File: src/rtl/ring_counter_gen.sv
// ----------------------------------------------------------------------------
// ring_counter_gen
//
// Parametrised N-bit shift counter producing one-hot (ring) or phase
// (Johnson / twisted-ring) sequences. Mode, direction, enable and a
// synchronous parallel load are selectable at run time, and a terminal-count
// flag marks the state just before the sequence wraps.
//
// Parameters:
//   WIDTH    counter width in bits (2..32)
//   RST_POS  index of the hot bit in the ring-mode reset pattern
//
// Ports:
//   clk       rising-edge clock
//   rst       asynchronous, active-high reset (forces the ring reset pattern)
//   en        shift enable
//   dir       0 = shift left (towards MSB), 1 = shift right (towards LSB)
//   mode      0 = ring, 1 = Johnson
//   load      synchronous parallel load strobe
//   load_val  value loaded when load = 1
//   q_out     registered counter state
//   tc        terminal count: the next enabled shift lands on the reset pattern
//   err       illegal-state flag (only driven with the self-correct option)
//
// Optional feature:
//   Define RING_CNT_SELF_CORRECT_EN to add legality checking. err then flags
//   any state that is not a legal code for the current mode, and the next
//   edge (without a mode change or load) restores the mode's reset pattern.
//   Without the macro err is tied to 0 and illegal codes circulate.
// ----------------------------------------------------------------------------
module ring_counter_gen #(
    parameter int WIDTH   = 4,
    parameter int RST_POS = 0
) (
    input  logic             clk,
    input  logic             rst,
    input  logic             en,
    input  logic             dir,
    input  logic             mode,
    input  logic             load,
    input  logic [WIDTH-1:0] load_val,
    output logic [WIDTH-1:0] q_out,
    output logic             tc,
    output logic             err
);

    localparam logic [WIDTH-1:0] RING_RST    = WIDTH'(1) << RST_POS;
    localparam logic [WIDTH-1:0] JOHNSON_RST = '0;

    // Mode the current state was built for; a change on the mode input
    // reinitialises the counter rather than reinterpreting the old state.
    logic             mode_q;
    logic [WIDTH-1:0] rst_pat;
    logic [WIDTH-1:0] shift_q;
    logic             out_bit;
    logic             wrap_bit;

    // NOTE: every signal assigned in an always_comb gets a value on every
    // path; here each is assigned unconditionally, so no latch can appear.
    always_comb begin
        rst_pat  = mode_q ? JOHNSON_RST : RING_RST;
        out_bit  = dir ? q_out[0] : q_out[WIDTH-1];
        // Johnson feeds back the inverse of the bit shifted out.
        wrap_bit = out_bit ^ mode_q;
        shift_q  = dir ? {wrap_bit, q_out[WIDTH-1:1]}
                       : {q_out[WIDTH-2:0], wrap_bit};
    end

    // Both the ring rotate and the twisted-ring shift are permutations of
    // the whole code space, and each reset pattern is itself legal, so its
    // only predecessor is legal too. The compare therefore already yields 0
    // for every illegal state without a separate legality term.
    assign tc = (shift_q == rst_pat);

`ifdef RING_CNT_SELF_CORRECT_EN
    localparam logic [WIDTH-1:0] Q_ONE    = WIDTH'(1);
    localparam logic [WIDTH-2:0] EDGE_ONE = (WIDTH-1)'(1);

    logic [WIDTH-2:0] edges;
    logic             ring_legal;
    logic             johnson_legal;

    always_comb begin
        // One bit per adjacent pair that differs; a legal Johnson code has
        // at most one such boundary, a legal ring code exactly one hot bit.
        edges         = q_out[WIDTH-1:1] ^ q_out[WIDTH-2:0];
        ring_legal    = (q_out != '0) && ((q_out & (q_out - Q_ONE)) == '0);
        johnson_legal = ((edges & (edges - EDGE_ONE)) == '0);
        err           = mode_q ? ~johnson_legal : ~ring_legal;
    end
`else
    assign err = 1'b0;
`endif

    // NOTE: state registers use non-blocking assignments so every flop
    // samples the pre-edge values, independent of statement order.
    always_ff @(posedge clk or posedge rst) begin
        if (rst) begin
            q_out  <= RING_RST;
            mode_q <= 1'b0;
        end else if (mode != mode_q) begin
            q_out  <= mode ? JOHNSON_RST : RING_RST;
            mode_q <= mode;
        end else if (load) begin
            q_out <= load_val;
`ifdef RING_CNT_SELF_CORRECT_EN
        end else if (err) begin
            q_out <= rst_pat;
`endif
        end else if (en) begin
            q_out <= shift_q;
        end
    end

endmodule
File: config.mk
export PLATFORM = sky130hd
export DESIGN_NAME = ring_counter_gen
export DESIGN_NICKNAME = d
export VERILOG_FILES = /design/src/rtl/ring_counter_gen.sv
export SDC_FILE = /design/constraint.sdc
export NUM_CORES = 1
export LEC_CHECK = 0
export ABC_AREA = 1
export BUFFER_PORTS_ARGS = -buffer_cell sky130_fd_sc_hd__buf_2
export CAP_MARGIN = 20
export CORE_AREA = 5 5 42 44
export CTS_CLUSTER_DIAMETER = 150
export DETAILED_ROUTE_END_ITERATION = 6
export DIE_AREA = 0 0 47 49
export PLACE_DENSITY_LB_ADDON = 0.1
export SLEW_MARGIN = 20
export SYNTH_ARGS = -nofsm -noshare
export SYNTH_HDL_FRONTEND = slang
export SYNTH_SLANG_ARGS = --single-unit
File: constraint.sdc
create_clock -name clk -period 1.05 [get_ports clk]
set_input_delay 0.105 -clock clk [delete_from_list [all_inputs] [get_ports clk]]
set_output_delay 0.105 -clock clk [all_outputs]
set_load 0.02 [all_outputs]
==> metrics, run 1 <==
Placement Cell Area=579 µm²; Root Buffer=clkbuf_4; routed vias=474; overall routing resource usage=10.8%; Pwr Total=0.827 mW; Die ar.=2300 µm²; largest area contributor in the netlist=dfrtp_1; diode count=0; Area growth, synth to finish=75.2%; Final GP Congestion=0.722; Die W=47 µm; fill count=148; post-synth net total=72; Seq/Total Area, Yosys=30.9%; most frequent CP cell=nand3_2; final wirelength=1140 µm; I/O pins=16; Synth Cell Area=409 µm²; Num CTS Buffers=3; DRT antenna net count=0; DP Cell Count=99; crit-path max FO=3; Synth area leaders=dfrtp_1, nand2_1, nand3_1; Buf/Inv on CP=1; initial core utilization=29.2%; predominant post-synthesis flop cell=dfrtp_1; crit path launch type=flop; Post-synth ARST share=100%; Mapped Cells=62; crit end category=output port; Final Max Slew Viols=0; top cells by instance count after synthesis=nand2_1, inv_1, nand3_1; Worst EP arrival=1.41 ns; CTS tree=yes; DRT iter0 DRCs=2; Leakage Power=0.390 nW; drt pass-1 iters=4; Post-synth EDFFs=0; yosys warns=0; post-synth top area share=24.5%; power per cell area=1150 nW/µm²; RSZ-0062 raised after global routing=yes; Clock Skew=0.0000757 ns; Die Y=49 µm; worst hold path type=input pin to flop; Max-Cap Viols=0; synthesized flop and latch total=5; Final Setup Violations=6; unique cell type count in the Yosys netlist=20; CP Cell Sequence=nand2_1 -> nand3_2 -> nand3_2 -> nand2_2 -> nand3_2 -> nor2_4 -> buf_6; initial antenna violation count=0; status=complete, but fails checks; vias in the first global route=488; PortBufs=14; violated checks=setup timing; WHS=0.0271 ns; Remaining DRCs=0; Post-Layout Cell Count=109; global-route wire length before repair=1820 µm; Fmax=660 MHz; cell area after layout=717 µm²; Largest delay share family, worst path=flip-flops; CTS clk-pin slew, worst paths=0.04 ns; slowest CP cell=dfstp_2; maximum buffer depth of the clock tree=2; Final Net Count=104; Overflow after GRT=0; largest net degree at the start of global routing=10; CORE AREA=1400 µm²; TNS Setup=-1.23 ns; layout cell share with drive strength beyond 1=59.1%; hpwl dp=868 µm; H-tree depth=1; Final period util=144%; final hold violation count=0; WP data required=0.94 ns; Peak supply drop=0.509 mV; std cell rows=14; count leader, synth=nand2_1; clk_lat worst skew=0.23 ns; Sink Count=5; PnR worst setup slack=-0.465 ns; fin crit period=1.52 ns; Post-Syn Area per Cell=6.60 µm²; CP Class=flop to output port; Via density=4.35; post-detailed-route wirelength per cell=10.5 µm; slowest stage delay, CP=0.54 ns
[per-stage QoR]
step / setup WS [ns] / util [%]
after floorplan: -0.200 / -
after global placement: -0.222 / 41.3
after detailed placement: -0.244 / 41.3
after CTS: -0.460 / 48.9
after global routing: -0.541 / 51.2
final: -0.465 / 51.2
[kinds of logic (layout without fill, tap and decap cells)]
kind of cell	after synthesis	after routing	synth area share, %
simple gates	32	32	35.8
flops	5	5	30.9
other cells	1	1	0.917
compound gates	8	8	11.3
buf+inv	14	45	16.2
mux	2	2	4.89
[repair_timing]
item / 4_1_cts / 5_1_grt
buffers inserted: 5 / 0
pin swaps: 6 / 3
hold buffers: 1 / 0
gates resized for setup: 10 / 7
endpoints found under the setup margin: 6 / 6
endpoints found under the hold margin: 5 / 0
[final cells by class]
| class | instances | area, µm² | share of cell area [%] |
|---|---|---|---|
| well taps | 16 | 20.0 | 2.79 |
| repair buffers | 30 | 213 | 29.7 |
| inverters | 11 | 43.8 | 6.11 |
| flip-flops and latches | 5 | 126 | 17.6 |
| clock buffers | 4 | 26.3 | 3.66 |
| multi-input cells | 43 | 288 | 40.1 |
[report_power, final]
group | total, mW | switching [mW] | internal [mW]
Combinational | 0.378 | 0.196 | 0.182
Sequential | 0.236 | 0.0181 | 0.218
Clock | 0.213 | 0.0696 | 0.143
[final timing paths]
path,slack [ns],cells past startpoint,startpoint,end
max reg2reg,-0.41,11,q_out[0],q_out[3]
min in group asynchronous,0.31,3,rst,q_out[2]
max,-0.47,7,q_out[0],tc
min,0.03,1,mode,mode_q
min reg2reg,0.61,2,q_out[1],q_out[1]
max in group asynchronous,0.50,3,rst,q_out[0]
[layer usage]
layer | global-route usage (%) | vias to the layer above | part of all wire, %
met5 | 0 | - | 0
met1 | 12.3 | 212 | 40
met2 | 17.9 | 8 | 55
li1 | - | 254 | -
met4 | 6.91 | 0 | 0
met3 | 1.11 | 0 | 4.4
[registers in the layout, indices dropped and copies added (netlist names)]
| signal | flops |
|---|---|
| q_out | 4 |
| mode_q | 1 |
[cell usage in the layout, fill, tap and decap left out, types with 2 or more instances in the layout]
master / netlist / final
a21oi_1: 3 / 2
inv_1: 8 / 7
buf_4: 1 / 13
dfrtp_1: 4 / 4
clkbuf_4: 0 / 3
nand3_4: 0 / 2
buf_2: 0 / 12
inv_2: 2 / 3
nand3_2: 1 / 4
nand2_2: 2 / 6
nand2_1: 17 / 13
buf_6: 1 / 4
nor2_1: 5 / 4
Power figures use the tool's default switching activity.
==> run 2: changes to the inputs <==
--- a/config.mk
+++ b/config.mk
@@ -12,6 +12,7 @@
 export CTS_CLUSTER_DIAMETER = 150
 export DETAILED_ROUTE_END_ITERATION = 6
 export DIE_AREA = 0 0 47 49
+export HOLD_SLACK_MARGIN = 0.12
 export PLACE_DENSITY_LB_ADDON = 0.1
 export SLEW_MARGIN = 20
 export SYNTH_ARGS = -nofsm -noshare
==> run 2 against run 1 <==
Net effect: the run still ends with setup timing left; hold slack improved by 0.12 ns; utilization up 0.71 points; non-clock buffer count is 1 higher.
==> metrics, run 2 (synthesis results as in run 1) <==
Die ar.=2300 µm²; most frequent CP cell=nand3_2; largest net degree at the start of global routing=10; Peak supply drop=0.510 mV; Root Buffer=clkbuf_4; I/O pins=16; Final Max Slew Viols=0; Reg-to-Reg Start=q_out[0]; FF-to-FF path depth=11; worst hold path type=input pin to flop; clk_lat worst skew=0.23 ns; routed vias=476; post-detailed-route wirelength per cell=10.6 µm; H-tree depth=1; Final Net Count=105; Final Setup Violations=6; WP data required=0.94 ns; TNS Setup=-1.24 ns; Via density=4.33; Sink Count=5; flop-to-flop setup slack=-0.42 ns; CTS tree=yes; Overflow after GRT=0; initial core utilization=29.2%; fill count=148; std cell rows=14; global-route wire length before repair=1850 µm; CTS clk-pin slew, worst paths=0.04 ns; Max-Cap Viols=0; vias in the first global route=497; slowest CP cell=dfstp_2; overall routing resource usage=10.9%; met2 WL=644 µm; final wirelength=1160 µm; Area growth, synth to finish=77.7%; Final GP Congestion=0.722; Die Y=49 µm; Largest regs=q_out (4), mode_q (1); slowest stage delay, CP=0.54 ns; diode count=0; DRT iter0 DRCs=2; Worst Setup SP=q_out[0]; most frequent cells in the layout=nand2_1, buf_4, buf_2; WHS=0.150 ns; drt pass-1 iters=3; wire length on met1=468 µm; Critical Path Sink=tc; DRT antenna net count=0; Stages on worst setup path=7; Num CTS Buffers=3; Fmax=660 MHz; Largest delay share family, worst path=flip-flops; crit-path max FO=3; power per cell area=1140 nW/µm²; Reg-to-Reg End=q_out[3]; status=complete, but fails checks; Clock Skew=0.000278 ns; layout cell share with drive strength beyond 1=58.5%; final hold violation count=0; Buf/Inv on CP=1; CP Class=flop to output port; Hold Crit Depth=4; max layer used=met3; max FFs per register=4; initial antenna violation count=0; Remaining DRCs=0; violated checks=setup timing; fin crit period=1.51 ns; Post-Layout Cell Count=110; CP Cell Sequence=nand2_1 -> nand3_2 -> nand3_2 -> nand2_2 -> nand3_2 -> nor2_4 -> buf_6; maximum buffer depth of the clock tree=2; hpwl dp=868 µm; Worst EP arrival=1.41 ns; RSZ-0062 raised after global routing=yes; crit end category=output port; Largest Register=q_out; DP Cell Count=99; Final period util=144%; WL met3=51 µm; PnR worst setup slack=-0.464 ns; Leakage Power=0.394 nW; Die W=47 µm; CORE AREA=1400 µm²; PortBufs=14; crit path launch type=flop
-- run 2: area by class of cell --
class / instances / area [µm²] / area share, %
clock buffer: 4 / 26.3 / 3.61
inverter: 11 / 43.8 / 6.02
multi-input combinational: 43 / 288 / 39.6
sequential: 5 / 126 / 17.4
tap: 16 / 20.0 / 2.75
timing repair buffer: 31 / 223 / 30.6
-- run 2: worst min-delay path by stage --
stage | start | end | slack [ns]
after global routing | load_val[2] | q_out[2] | 0.17
after floorplan | rst | mode_q | -0.12
final | mode | q_out[0] | 0.15
after CTS | mode | q_out[0] | 0.14
after detailed placement | rst | q_out[2] | 0.004
after global placement | rst | q_out[3] | 0.003
-- run 2: metal layers --
layer / GRT usage [%] / vias to the layer above
li1: - / 256
met1: 12.3 / 212
met2: 18.3 / 8
met3: 1.11 / 0
met4: 6.91 / 0
met5: 0 / -
-- run 2: metrics by stage --
stage          power, mW  setup WS [ns]  cell area [µm²]  utilization [%]
6_report           0.831         -0.464              727             51.9
5_1_grt            0.891         -0.541              727             51.9
4_1_cts            0.818         -0.460              696             49.6
3_5_place_dp       0.528         -0.244              579             41.3
3_3_place_gp       0.528         -0.222              579             41.3
2_1_floorplan      0.416         -0.200              437                -
-- run 2: where the power goes --
part | total (mW) | switching, mW | internal [mW]
Sequential | 0.237 | 0.0183 | 0.218
Clock | 0.213 | 0.0698 | 0.143
Combinational | 0.382 | 0.197 | 0.185
-- run 2: what timing repair did --
| action | in CTS | in global routing |
|---|---|---|
| hold buffers | 2 | 0 |
| buffers inserted | 5 | 0 |
| resized for setup | 10 | 7 |
| pin swaps | 6 | 3 |
| endpoints found under the setup margin | 6 | 6 |
| endpoints found under the hold margin | 6 | 0 |
-- run 2: tightest hold or removal path, stage by stage --
cell and delay [ns]:
buf_2 0.11, a21oi_1 0.06, nand2_1 0.06, nand2_1 0.04
